$ cat config.mk
export PLATFORM = sky130hd
export DESIGN_NAME = event_hub
export DESIGN_NICKNAME = d
export VERILOG_FILES = /design/src/rtl/event_hub.sv
export SDC_FILE = /design/constraint.sdc
export NUM_CORES = 1
export LEC_CHECK = 0
export ABC_AREA = 1
export CAP_MARGIN = 5
export CORE_ASPECT_RATIO = 1.75
export CORE_MARGIN = 2
export CORE_UTILIZATION = 47
export CTS_CLUSTER_DIAMETER = 30
export DETAILED_ROUTE_END_ITERATION = 12
export GPL_TIMING_DRIVEN = 0
export PLACE_DENSITY = 0.68
export SYNTH_ARGS = -nofsm -noshare
export SYNTH_HDL_FRONTEND = slang
export SYNTH_SLANG_ARGS = --single-unit
$ cat constraint.sdc
create_clock -name CLK -period 5.6 [get_ports CLK]
set_clock_uncertainty 0.1 [all_clocks]
set_input_delay 1.12 -clock CLK [delete_from_list [all_inputs] [get_ports CLK]]
set_output_delay 1.12 -clock CLK [all_outputs]
set_load 0.02 [all_outputs]
$ cat src/rtl/event_hub.sv
// ---------------------------------------------------------------------------
// event_hub
//
// Purpose
//   Event front end for the board's pad and button inputs. There are N_EVT raw
//   inputs. Each one is synchronised, then debounced on an internal divided
//   tick. The block publishes three things:
//     - a per-channel toggle bit,
//     - a one-cycle press pulse,
//     - an ordered first-word-fall-through FIFO of press codes.
//   Downstream LED, RGB and 7-segment handlers pop the FIFO.
//
// Ports
//   CLK         in   1          system clock
//   RST         in   1          asynchronous, active-high reset
//   evt_in      in   N_EVT      raw asynchronous pad inputs, 1 = pressed
//   tick        out  1          1-cycle strobe every DIV cycles
//   evt_toggle  out  N_EVT      per-channel toggle, flips on each debounced press
//   evt_pulse   out  N_EVT      1-cycle strobe on each debounced press
//   q_valid     out  1          FIFO non-empty; q_code/q_hold are valid
//   q_ready     in   1          head is consumed when q_valid && q_ready
//   q_code      out  IW         channel index of the head entry
//   q_hold      out  1          head entry is a long-press
//   q_count     out  CW         number of entries held
//   overflow    out  1          sticky: an event was lost
//   clr_ovf     in   1          synchronous clear of overflow (wins over a set)
//
// Handshake
//   q_valid/q_ready follow plain valid/ready rules. An entry is popped on a
//   cycle where both are high. q_ready while empty has no effect. The head is
//   visible combinationally from the stored entry.
//
// Configuration
//   EVENT_HUB_HOLD_EN : when defined, a per-channel hold counter is added. It
//   queues one extra entry with q_hold=1 after HOLD_TICKS ticks of continuous
//   press. When undefined, q_hold is tied to 0. The FIFO entry keeps its
//   IW+1 width in both builds.
// ---------------------------------------------------------------------------
module event_hub #(
    parameter int N_EVT      = 12,
    parameter int DIV        = 20000,
    parameter int DB_TICKS   = 4,
    parameter int FIFO_DEPTH = 8,
    parameter int HOLD_TICKS = 500,
    localparam int IW        = $clog2(N_EVT),
    localparam int CW        = $clog2(FIFO_DEPTH) + 1
) (
    input  logic             CLK,
    input  logic             RST,
    input  logic [N_EVT-1:0] evt_in,
    output logic             tick,
    output logic [N_EVT-1:0] evt_toggle,
    output logic [N_EVT-1:0] evt_pulse,
    output logic             q_valid,
    input  logic             q_ready,
    output logic [IW-1:0]    q_code,
    output logic             q_hold,
    output logic [CW-1:0]    q_count,
    output logic             overflow,
    input  logic             clr_ovf
);

    localparam int DW = $clog2(DIV);
    localparam int AW = CW - 1;

    // -----------------------------------------------------------------------
    // Tick divider
    // -----------------------------------------------------------------------
    logic [DW-1:0] div_q, div_d;

    assign tick = (div_q == DW'(DIV - 1));

    always_comb begin
        div_d = div_q + DW'(1);
        if (tick) begin
            div_d = '0;
        end
    end

    // -----------------------------------------------------------------------
    // Synchroniser and debouncer
    // -----------------------------------------------------------------------
    logic [N_EVT-1:0] sync1_q, sync2_q;
    logic [N_EVT-1:0] stable_q, stable_d;
    logic [3:0]       dbc_q [N_EVT];
    logic [3:0]       dbc_d [N_EVT];
    logic [N_EVT-1:0] press;

    // The counter only moves on tick.
    // It counts consecutive ticks on which the synchronised level differs from
    // the accepted level. It is cleared as soon as the two agree again.
    // The new level is accepted on the tick that would bring the count to
    // DB_TICKS.
    always_comb begin
        stable_d = stable_q;
        press    = '0;
        for (int i = 0; i < N_EVT; i++) begin
            dbc_d[i] = dbc_q[i];
            if (tick) begin
                if (sync2_q[i] != stable_q[i]) begin
                    if (dbc_q[i] == 4'(DB_TICKS - 1)) begin
                        stable_d[i] = sync2_q[i];
                        dbc_d[i]    = '0;
                        press[i]    = sync2_q[i];
                    end else begin
                        dbc_d[i] = dbc_q[i] + 4'd1;
                    end
                end else begin
                    dbc_d[i] = '0;
                end
            end
        end
    end

    // -----------------------------------------------------------------------
    // Press outputs
    // -----------------------------------------------------------------------
    logic [N_EVT-1:0] pulse_q, toggle_q;
    logic [N_EVT-1:0] pend_q, pend_d;
    logic             ovf_q, ovf_d;

    assign evt_pulse  = pulse_q;
    assign evt_toggle = toggle_q;
    assign overflow   = ovf_q;

    // -----------------------------------------------------------------------
    // FIFO state
    // -----------------------------------------------------------------------
    logic [IW:0]   mem_q [FIFO_DEPTH];
    logic [CW-1:0] wr_q, wr_d, rd_q, rd_d;
    logic [CW-1:0] count;
    logic          full;
    logic          push, pop;
    logic [IW:0]   wr_data;
    logic [IW:0]   head;

    assign count   = wr_q - rd_q;
    assign full    = (count == CW'(FIFO_DEPTH));
    assign q_valid = (count != '0);
    assign q_count = count;
    assign pop     = q_valid && q_ready;
    assign head    = mem_q[rd_q[AW-1:0]];

    // Gating keeps the outputs at 0 while empty, including right after a
    // reset that leaves stale words in the storage array.
    assign q_code = q_valid ? head[IW-1:0] : '0;

    // -----------------------------------------------------------------------
    // Short-press arbitration: lowest pending index wins
    // -----------------------------------------------------------------------
    logic             short_any;
    logic [IW-1:0]    short_sel;
    logic [N_EVT-1:0] short_grant;
    logic [N_EVT-1:0] short_lost;

    always_comb begin
        short_sel = '0;
        for (int i = N_EVT - 1; i >= 0; i--) begin
            if (pend_q[i]) begin
                short_sel = IW'(i);
            end
        end
    end

    assign short_any   = |pend_q;
    assign short_grant = (push && short_any) ? (N_EVT'(1) << short_sel) : '0;
    // A pending bit that is being drained this very cycle can take a new
    // press without loss.
    assign short_lost  = press & pend_q & ~short_grant;

    always_comb begin
        pend_d = (pend_q & ~short_grant) | press;
    end

`ifdef EVENT_HUB_HOLD_EN
    // -----------------------------------------------------------------------
    // Long-press detection
    // -----------------------------------------------------------------------
    localparam int HW = $clog2(HOLD_TICKS + 1);

    logic [HW-1:0]    hcnt_q [N_EVT];
    logic [HW-1:0]    hcnt_d [N_EVT];
    logic [N_EVT-1:0] hold_fire;
    logic [N_EVT-1:0] hpend_q, hpend_d;
    logic             hold_any;
    logic [IW-1:0]    hold_sel;
    logic [N_EVT-1:0] hold_grant;
    logic [N_EVT-1:0] hold_lost;

    // The counter saturates at HOLD_TICKS, so it fires only once per press.
    // Release clears it, ready for the next press.
    always_comb begin
        hold_fire = '0;
        for (int i = 0; i < N_EVT; i++) begin
            hcnt_d[i] = hcnt_q[i];
            if (!stable_q[i]) begin
                hcnt_d[i] = '0;
            end else if (tick && (hcnt_q[i] != HW'(HOLD_TICKS))) begin
                hcnt_d[i] = hcnt_q[i] + HW'(1);
                if (hcnt_q[i] == HW'(HOLD_TICKS - 1)) begin
                    hold_fire[i] = 1'b1;
                end
            end
        end
    end

    always_comb begin
        hold_sel = '0;
        for (int i = N_EVT - 1; i >= 0; i--) begin
            if (hpend_q[i]) begin
                hold_sel = IW'(i);
            end
        end
    end

    assign hold_any   = |hpend_q;
    // Short presses always go ahead of long-press entries.
    assign hold_grant = (push && !short_any && hold_any) ? (N_EVT'(1) << hold_sel) : '0;
    assign hold_lost  = hold_fire & hpend_q & ~hold_grant;

    always_comb begin
        hpend_d = (hpend_q & ~hold_grant) | hold_fire;
    end

    assign push    = (short_any || hold_any) && !full;
    assign wr_data = short_any ? {1'b0, short_sel} : {1'b1, hold_sel};
    assign q_hold  = q_valid && head[IW];

    always_ff @(posedge CLK or posedge RST) begin
        if (RST) begin
            hpend_q <= '0;
            for (int i = 0; i < N_EVT; i++) begin
                hcnt_q[i] <= '0;
            end
        end else begin
            hpend_q <= hpend_d;
            for (int i = 0; i < N_EVT; i++) begin
                hcnt_q[i] <= hcnt_d[i];
            end
        end
    end

    always_comb begin
        ovf_d = ovf_q;
        if (clr_ovf) begin
            ovf_d = 1'b0;
        end else if ((|short_lost) || (|hold_lost)) begin
            ovf_d = 1'b1;
        end
    end
`else
    // Without long-press support the stored hold bit is always written as 0,
    // and q_hold is tied off.
    logic unused_cfg;

    assign push       = short_any && !full;
    assign wr_data    = {1'b0, short_sel};
    assign q_hold     = 1'b0;
    assign unused_cfg = head[IW] ^ (HOLD_TICKS != 0);

    always_comb begin
        ovf_d = ovf_q;
        if (clr_ovf) begin
            ovf_d = 1'b0;
        end else if (|short_lost) begin
            ovf_d = 1'b1;
        end
    end
`endif

    // -----------------------------------------------------------------------
    // FIFO pointers
    // -----------------------------------------------------------------------
    // Full is taken from the registered count. A pop in the same cycle
    // therefore does not make room for a push until the next cycle.
    always_comb begin
        wr_d = wr_q;
        rd_d = rd_q;
        if (push) begin
            wr_d = wr_q + CW'(1);
        end
        if (pop) begin
            rd_d = rd_q + CW'(1);
        end
    end

    // Storage is not reset: the pointers alone define which words are live.
    always_ff @(posedge CLK) begin
        if (push) begin
            mem_q[wr_q[AW-1:0]] <= wr_data;
        end
    end

    // -----------------------------------------------------------------------
    // State registers
    // -----------------------------------------------------------------------
    always_ff @(posedge CLK or posedge RST) begin
        if (RST) begin
            div_q    <= '0;
            sync1_q  <= '0;
            sync2_q  <= '0;
            stable_q <= '0;
            pulse_q  <= '0;
            toggle_q <= '0;
            pend_q   <= '0;
            ovf_q    <= 1'b0;
            wr_q     <= '0;
            rd_q     <= '0;
            for (int i = 0; i < N_EVT; i++) begin
                dbc_q[i] <= '0;
            end
        end else begin
            div_q    <= div_d;
            sync1_q  <= evt_in;
            sync2_q  <= sync1_q;
            stable_q <= stable_d;
            pulse_q  <= press;
            toggle_q <= toggle_q ^ press;
            pend_q   <= pend_d;
            ovf_q    <= ovf_d;
            wr_q     <= wr_d;
            rd_q     <= rd_d;
            for (int i = 0; i < N_EVT; i++) begin
                dbc_q[i] <= dbc_d[i];
            end
        end
    end

endmodule

### Word level (Yosys, flattened, before mapping)

Memories as Yosys holds them, arrays and structs flattened.
Index checks and enable logic that the tools add are counted.

| word-level totals | value |
|---|---|
| register bits after elaboration | 144 |
| bits in writable memories | 32 |
| input port bits | 16 |
| output and inout bits | 36 |
| logic and storage cells | 182 |
| memories kept | 1 |

| operators by class | value |
|---|---|
| add/subtract/negate cells | 16 |
| eq/ne operators | 26 |
| shifts and indexed selects | 1 |
| multiplexer cells | 79 |
| bitwise logic cells | 6 |
| reductions and logical operators | 20 |

Memory list:

| name | words | bits a word | read ports | clocked after Yosys merged registers in | write ports | RTL line | source |
|---|---|---|---|---|---|---|---|
| mem_q | 8 | 4 | 1 | 0 | 1 | 129 | `logic [IW:0] mem_q [FIFO_DEPTH];` |

Operators with widths:

| kind | number |
|---|---|
| $mux W4 | 37 |
| $add A4 B1 Y4 const B | 14 |
| $eq A4 B2 Y1 const B | 12 |
| $mux W1 | 40 |
| $and A12 B12 Y12 | 3 |
| $reduce_and A3 Y1 | 12 |
| $reduce_or A12 Y1 | 2 |
| $add A15 B1 Y15 const B | 1 |
| $eq A15 B15 Y1 const B | 1 |
| $mux W15 | 1 |
| $mux W12 | 1 |
| $ne A1 B1 Y1 | 12 |
| $not A12 Y12 | 1 |
| $or A12 B12 Y12 | 1 |
| $shl A1 B4 Y12 const A | 1 |
| $xor A12 B12 Y12 | 1 |
| $eq A4 B4 Y1 const B | 1 |
| $reduce_bool A4 Y1 | 1 |
| $sub A4 B4 Y4 | 1 |
| $logic_and A1 B1 Y1 | 3 |
| $reduce_bool A2 Y1 | 1 |
| $logic_not A1 Y1 | 1 |

### Logic depth before layout (Yosys ltp)

Gate-level depths: netlist of the first run.

| logic depth | value |
|---|---|
| word-level depth | 19 |
| gate-level depth with buffers | 18 |
| depth with buffers taken out | 18 |

### Least setup slack after synthesis of the first run

No wires, ideal clock.

| path | value |
|---|---|
| path type | register -> output |
| start | register rd_q[2] |
| end | output q_code[0] |
| arrival | 2.264 ns |
| data required time | 4.380 ns |
| slack | 2.116 ns |
| stages on the path, launching flop included | 7 |
| cell sequence | dfrtp_1 inv_1 clkbuf_1 ha_1 xnor2_1 nor2_2 a221oi_1 |

| between the ends | value |
|---|---|
| cells in the longest elaborated chain, start to end | 3 |
| elaborated cells on any way between the ends | 4 |

RTL lines:

| item | RTL line | source |
|---|---|---|
| from (decl) | 130 | `logic [CW-1:0] wr_q, wr_d, rd_q, rd_d;` |
| from (signal assigned) | 322 | `rd_q <= rd_d;` |
| $sub A4 B4 Y4 | 137 | `assign count = wr_q - rd_q;` |
| via q_count[2] | 58 | `output logic [CW-1:0] q_count,` |
| $reduce_bool A4 Y1 | 139 | `assign q_valid = (count != '0);` |
| $mux W4 | 146 | `assign q_code = q_valid ? head[IW-1:0] : '0;` |
| to (decl) | 56 | `output logic [IW-1:0] q_code,` |

The timed path passes the listed nets, and every way through them passes these cells.

### Final worst setup path of the first run

| path | value |
|---|---|
| start | register rd_q[1] |
| end | output q_code[2] |

| between the ends | value |
|---|---|
| cells in the longest elaborated chain, start to end | 3 |
| elaborated cells on any way between the ends | 4 |

RTL lines:

| item | RTL line |
|---|---|
| $sub A4 B4 Y4 | 137 |
| $reduce_bool A4 Y1 | 139 |
| $mux W4 (*) | 146 |

Mark *: on every way between the ends. The rest lies on a longest branch, timed or not.

==> summary.md, run 1 <==
| Metric | Value |
|---|---|
| Seq/Total Area, Yosys | `57.8%` |
| Root buf cell | `clkbuf_16` |
| Largest net degree at the start of global routing | `100` |
| I/O pin count | `52` |
| Synthesis-stage register bit count | `176` |
| Placed Area | `8710 µm²` |
| Share of cells above drive strength 1 | `8.66%` |
| Max Clk Rate | `224 MHz` |
| Die span in x | `102 µm` |
| Crit path max fanout | `10` |
| Post-Place Setup Slack | `1.61 ns` |
| Syn Inst Count | `783` |
| Final Instance Area | `9330 µm²` |
| DRC viols | `0` |
| Setup CP Type | `reg -> out` |
| Total power draw | `0.00313 W` |
| Number of max-slew violations in the final report | `0` |
| Pwr dens | `336 nW/µm²` |
| Core area | `16,400 µm²` |
| Post-synth top area share | `45.6%` |
| Site Rows | `62` |
| Status | `finished, final reports clean` |
| Post_cts resized | `0` |
| Worst Hold Class | `reg -> reg` |
| Clock Tree Buf Depth | `2` |
| Final std cells w/o fill | `1,090` |
| Initial core utilization | `48.0%` |
| WL per Instance | `15.1 µm` |
| Count of cell types in the netlist | `45` |
| Final setup fails | `0` |
| Worst skew pair latency | `0.43 ns` |
| PnR worst setup slack | `1.13 ns` |
| Peak VDD IR | `0.204 mV` |
| Overall Global Routing Usage | `19.8%` |
| Post-CTS setup buffer count | `0` |
| Leakage power | `4.29 nW` |
| Syn Std Cell Area | `7900 µm²` |
| Final Cycle Share | `79.8%` |
| Synth top area cells | `dfrtp_1 (46%), edfxtp_1 (12%), nand2_1 (7.1%), inv_1 (4.7%), nand3_1 (3.5%)` |
| Initial antenna violation count | `0` |
| Post-synth ARST share | `81.8%` |
| Mean Syn Cell Area | `10.1 µm²` |
| Vert. Die Dim | `175 µm` |
| Most used DFF post-synth | `dfrtp_1` |
| CTS Hold Bufs | `0` |
| Vias in the first global route | `5,591` |
| DR iter-0 viols | `271` |
| Post-synth EDFFs | `32` |
| Clock sink total | `176` |
| TritonCTS clock tree | `built` |
| Most frequent cell after synthesis | `nand2_1` |
| Synth top cells by count | `nand2_1 (149), dfrtp_1 (144), inv_1 (99)` |
| GP Congestion | `0.858` |
| Yosys warning count | `0` |
| Post-synth top area cell | `dfrtp_1` |
| First-pass GRT wire length | `27,200 µm` |
| Full die area | `17,900 µm²` |
| Slew of the pin with the lowest slew margin | `0.863 ns` |
| Syn nets | `818` |
| Layout net count | `888` |
| Post-DP HPWL | `11,800 µm` |
| ANT nets after route | `0` |
| H-tree levels | `4` |
| Slew headroom | `42.4%` |
| Vias per cell | `5.06` |
| Clock period minus final worst setup slack | `4.47 ns` |
| Vias | `5,515` |
| Diode count | `0` |
| Startpoint types | `register` |
| Critical Path AT | `3.25 ns` |
| Pre-antenna DRT Iters | `4` |
| Max Cap Viol | `0` |
| GRT Residual Overflow | `0` |
| Crit path capture type | `primary output` |
| Final Hold Fails | `0` |
| Area grow syn2layout | `18.2%` |
| Crit path required time | `4.38 ns` |
| Unrepaired setup endpoints after global routing | `false` |
| CTS Buf Count | `17` |
| I/O Buffers | `50` |
| Overall routed net length | `16,400 µm` |
| Worst hold slack | `0.250 ns` |
| Placed insts | `1,058` |
| CTS clk-pin slew, worst paths | `0.07 ns` |
state kept, by name, indices dropped and copies added, names as in the netlist, 4 cells and up:
signal,count
dbc_q,48
div_q,15
evt_pulse,12
evt_toggle,12
mem_q,32
pend_q,12
rd_q,4
stable_q,12
sync1_q,12
sync2_q,12
wr_q,4
cells in the final DEF, fill, tap and decap left out, types with 6 or more instances in the layout:
master,count
o22ai_1,11
xnor2_1,25
nor2_2,12
a22o_1,11
nand2_1,149
o21ai_0,19
dfrtp_1,144
inv_1,98
nand4_1,9
nor2_1,68
ha_1,18
clkbuf_16,17
nand3_1,56
clkbuf_1,8
nand3_2,6
o31ai_1,12
nor2_4,6
edfxtp_1,32
a32o_1,13
inv_6,7
clkdlybuf4s50_1,50
a21oi_1,20
xor2_1,25
metrics by stage:
stage	utilization, %	setup TNS, ns
floorplan	-	0
global placement	52.8	-208.76
detailed placement	53.0	0
CTS	56.7	0
global route	56.7	0
finish	56.7	0
cell type report:
| class | count | area (µm²) |
|---|---|---|
| flip-flops and latches | 176 | 4560 |
| repair buffers | 51 | 528 |
| clock inverters | 15 | 195 |
| well taps | 224 | 280 |
| inverters | 105 | 402 |
| fillers | 1479 | 7120 |
| plain buffers | 13 | 66.3 |
| multi-input cells | 489 | 2870 |
| clock buffers | 17 | 425 |
path summary, 6_finish.rpt:
check	startpoint	to	slack, ns	depth (start not counted)
worst max-delay path	rd_q[1]	q_code[2]	1.13	9
worst min-delay path	sync1_q[9]	sync2_q[9]	0.25	0
worst max register to register	rd_q[1]	mem_q[7][0]	2.48	10
worst min register to register	sync1_q[9]	sync2_q[9]	0.25	0
max in group asynchronous	RST	evt_toggle[7]	3.59	3
min in group asynchronous	RST	evt_pulse[11]	0.99	2
worst max-delay path: stages (launching register included):
cell             delay (ns)
dfrtp_1                0.48
inv_1                  0.21
clkbuf_1               0.43
ha_1                   0.33
nand3b_1               0.11
nand2_1                0.06
nand2_1                0.08
nand2_1                0.15
a221oi_1               0.31
clkdlybuf4s50_1        0.65
per-layer routing:
layer	global-route usage (%)	share of wire [%]
met3	3.54	2.4
met2	34.5	54
met5	0	0
met1	22.8	39
met4	10.3	4.1
cell families (layout without fill, tap and decap cells):
group                    Yosys count  count (layout)  synth area share (%)
flip-flops                       176             176                  57.8
XOR/XNOR                          50              50                  5.55
AO/OA/AOI/OAI                     99              99                  8.72
buffers and inverters            118             201                  5.86
adder cells (fa/ha/maj)           19              19                  3.11
AND/OR/NAND/NOR                  320             320                  18.9
other                              1               1                0.0475
power breakdown:
group          total [W]  leakage, nW  switching (W)  internal (W)
Sequential       0.00135         2.15      0.0000237       0.00132
Clock            0.00125        0.303       0.000529      0.000718
Combinational   0.000541         1.84       0.000315      0.000226
(Power assumes the default switching activity.)
==> inputs of run 2 (changes only) <==
Settings changed: PLACE_DENSITY 0.68 to 0.7.
Clock period 5.6 ns to 3.81 ns, I/O delays scaled along.
==> run 2 against run 1 <==
Compared with the run above:
- register-to-register slack got worse by 1.6 ns
- highest routed layer unchanged
- non-clock buffer count up 2
- combinational power rose by 42%
- clock power is 37% higher
- die area unchanged
- wire length is 1.2% lower
- via count is 0.89% higher
- worst hold slack lost 0.0040 ns
- flip-flop and latch count unchanged
- largest power group unchanged
- total power increased by 42%
==> summary.md, run 2 (synthesized netlist as in run 1, its figures left out) <==
| Metric | Value |
|---|---|
| TritonCTS clock tree | `built (unchanged)` |
| Worst skew pair latency | `0.43 ns (about the same)` |
| Slew of the pin with the lowest slew margin | `0.856 ns (was 0.863 ns)` |
| Pre-antenna DRT Iters | `5 (was 4)` |
| Diode count | `0 (unchanged)` |
| Crit path capture type | `primary output (unchanged)` |
| Slew headroom | `42.9% (was 42.4%)` |
| Number of max-slew violations in the final report | `0 (unchanged)` |
| Worst Path Buf+Inv | `3 (unchanged)` |
| H-tree levels | `4 (unchanged)` |
| Fillers | `1,430 (was 1,479)` |
| Peak VDD IR | `0.295 mV (was 0.204 mV)` |
| Startpoint types | `register (unchanged)` |
| Combinational power share | `17.3% (was 17.2%)` |
| Setup CP Type | `reg -> out (unchanged)` |
| Status | `finished, final reports clean (unchanged)` |
| Overall routed net length | `16,200 µm (was 16,400 µm)` |
| Final Instance Area | `9340 µm² (was 9330 µm²)` |
| Pwr dens | `478 nW/µm² (was 336 nW/µm²)` |
| Slowest stage delay, CP | `0.61 ns (was 0.65 ns)` |
| Sw Pwr | `0.00123 W (was 0.000868 W)` |
| Layout net count | `890 (was 888)` |
| Die span in x | `102 µm (unchanged)` |
| GP Congestion | `0.857 (was 0.858)` |
| Sw Share | `27.7% (about the same)` |
| Share of cells above drive strength 1 | `9.10% (was 8.66%)` |
| Largest net degree at the start of global routing | `40 (was 100)` |
| Vias | `5,564 (was 5,515)` |
| Pint | `0.00323 W (was 0.00227 W)` |
| Vias per cell | `5.10 (was 5.06)` |
| Core area | `16,400 µm² (unchanged)` |
| CTS clk-pin slew, worst paths | `0.07 ns (about the same)` |
| WL per Instance | `14.9 µm (was 15.1 µm)` |
| Commonest cells after routing, fill and taps aside | `nand2_1 (149), dfrtp_1 (143), inv_1 (98) (was nand2_1 (149), dfrtp_1 (144), inv_1 (98))` |
| Max Cap Viol | `0 (unchanged)` |
| Max FFs per register | `48 (unchanged)` |
| Full die area | `17,900 µm² (unchanged)` |
| Worst path cell trace | `inv_1 -> clkbuf_2 -> ha_1 -> nand3b_1 -> nand2_1 -> nand2_1 -> nand2_1 -> nand2_1 -> clkdlybuf4s50_1 (was inv_1 -> clkbuf_1 -> ha_1 -> nand3b_1 -> nand2_1 -> nand2_1 -> nand2_1 -> a221oi_1 -> clkdlybuf4s50_1)` |
| Final setup fails | `0 (unchanged)` |
| Placed Area | `8760 µm² (was 8710 µm²)` |
| Site Rows | `62 (unchanged)` |
| I/O pin count | `52 (unchanged)` |
| Initial antenna violation count | `0 (unchanged)` |
| Worst Hold Class | `reg -> reg (unchanged)` |
| Clock sink total | `176 (unchanged)` |
| Commonest non-fill, non-tap cell in the layout | `nand2_1 (unchanged)` |
| First-pass GRT wire length | `27,200 µm (about the same)` |
| Area of the multi-input gates | `2870 µm² (unchanged)` |
| Leakage power | `4.30 nW (was 4.29 nW)` |
| Largest Register | `dbc_q (unchanged)` |
| Highest metal used | `met4 (unchanged)` |
| DRC viols | `0 (unchanged)` |
| CTS Hold Bufs | `0 (unchanged)` |
| Flop pwr share | `44.4% (was 43.0%)` |
| I/O Buffers | `50 (unchanged)` |
| Vias in the first global route | `5,782 (was 5,591)` |
| Crit path top cell by count | `nand2_1 (unchanged)` |
| Clock period minus final worst setup slack | `3.64 ns` |
| Met2 Routed Length | `8630 µm (was 8940 µm)` |
| Wire length on met1 | `6430 µm (was 6410 µm)` |
| Post_cts resized | `5 (was 0)` |
| Post-CTS setup buffer count | `0 (unchanged)` |
| CTS Buf Count | `17 (unchanged)` |
| Final Hold Fails | `0 (unchanged)` |
| DR iter-0 viols | `245 (was 271)` |
| Max Clk Rate | `275 MHz` |
| Unrepaired setup endpoints after global routing | `false (unchanged)` |
| Vert. Die Dim | `175 µm (unchanged)` |
| Crit-path slowest cell | `clkdlybuf4s50_1 (unchanged)` |
| Clock Tree Buf Depth | `2 (unchanged)` |
| Critical Path AT | `2.78 ns (was 3.25 ns)` |
| Overall Global Routing Usage | `19.8% (about the same)` |
| Top delay family on crit path | `buffers and inverters (unchanged)` |
| GRT Residual Overflow | `0 (unchanged)` |
| Placed insts | `1,061 (was 1,058)` |
| Final Cycle Share | `95.5%` |
| Reg area | `4570 µm² (was 4560 µm²)` |
| Clock Power Share | `38.4% (was 39.8%)` |
| Root buf cell | `clkbuf_16 (unchanged)` |
| Area grow syn2layout | `18.2% (about the same)` |
| Final std cells w/o fill | `1,092 (was 1,090)` |
| Crit path max fanout | `10 (unchanged)` |
| Post-DP HPWL | `11,900 µm (was 11,800 µm)` |
| ANT nets after route | `0 (unchanged)` |
| Initial core utilization | `48.0% (unchanged)` |
| Crit path required time | `2.95 ns (was 4.38 ns)` |
| Detail Route met3 WL | `440 µm (was 395 µm)` |
## run 2: cell types whose count changed in the layout (fill, tap and decap cells not counted), moves of 2 or more
cell             previous run  this run
clkdlybuf4s50_1            50        46
clkinv_2                    3         5
inv_8                       2         0
dlygate4sd2_1               0         4
clkbuf_1                    8         6
buf_12                      0         4
## run 2: final cells by class
cell class                 count  share of cell area (%)
multi-input combinational    489                    30.7
timing repair buffer          54                    6.16
clock buffer                  17                    4.56
inverter                     105                    4.29
sequential                   176                    48.9
clock inverter                15                    1.68
buffer                        12                   0.683
tap                          224                    3.00
## run 2: path summary, 6_finish.rpt
check                               end  depth (start not counted)        start  slack, ns
max                             q_valid                          9      rd_q[1]       0.17
max in group asynchronous  evt_pulse[3]                          5          RST       2.12
max reg2reg                 mem_q[7][2]                         10      wr_q[0]       0.92
min in group asynchronous    sync1_q[1]                          2          RST       0.54
min reg2reg                 sync2_q[11]                          0  sync1_q[11]       0.25
min                         sync2_q[11]                          0  sync1_q[11]       0.25
## run 2: power by group through the flow
stage / sequential (W) / clock (W) / combinational, W
after floorplan: 0.00201 / 0 / 0.000519
after global placement: 0.00201 / 0 / 0.000791
after detailed placement: 0.00201 / 0 / 0.000810
after CTS: 0.00198 / 0.00176 / 0.000776
after global routing: 0.00198 / 0.00184 / 0.000852
final: 0.00198 / 0.00171 / 0.000770
## run 2: routing by layer
metal / GRT usage [%] / up-vias
met1: 21.9 / 2678
met2: 34.7 / 110
met4: 10.9 / 0
met5: 0 / -
li1: - / 2738
met3: 3.90 / 38
## run 2: worst register-to-register path, delay by kind of cell (launching register included)
kind	cells	cell delay, ns
and+or+nand+nor	5	1.01
adders and majority gates	2	0.61
DFF	1	0.39
xor gates and xnor gates	1	0.22
buffers and inverters	2	0.21
## run 2: per-stage QoR
| stage | util [%] | TNS [ns] | setup slack [ns] | power (W) | hold slack [ns] |
|---|---|---|---|---|---|
| floorplan | - | 0 | 0.684 | 0.00252 | 0.231 |
| global placement | 52.8 | -17.48 | -0.134 | 0.00281 | 0.234 |
| detailed placement | 53.3 | 0 | 0.178 | 0.00282 | 0.235 |
| CTS | 56.8 | 0 | 0.133 | 0.00451 | 0.248 |
| global route | 56.8 | 0 | 0.0443 | 0.00467 | 0.251 |
| finish | 56.8 | 0 | 0.173 | 0.00446 | 0.246 |
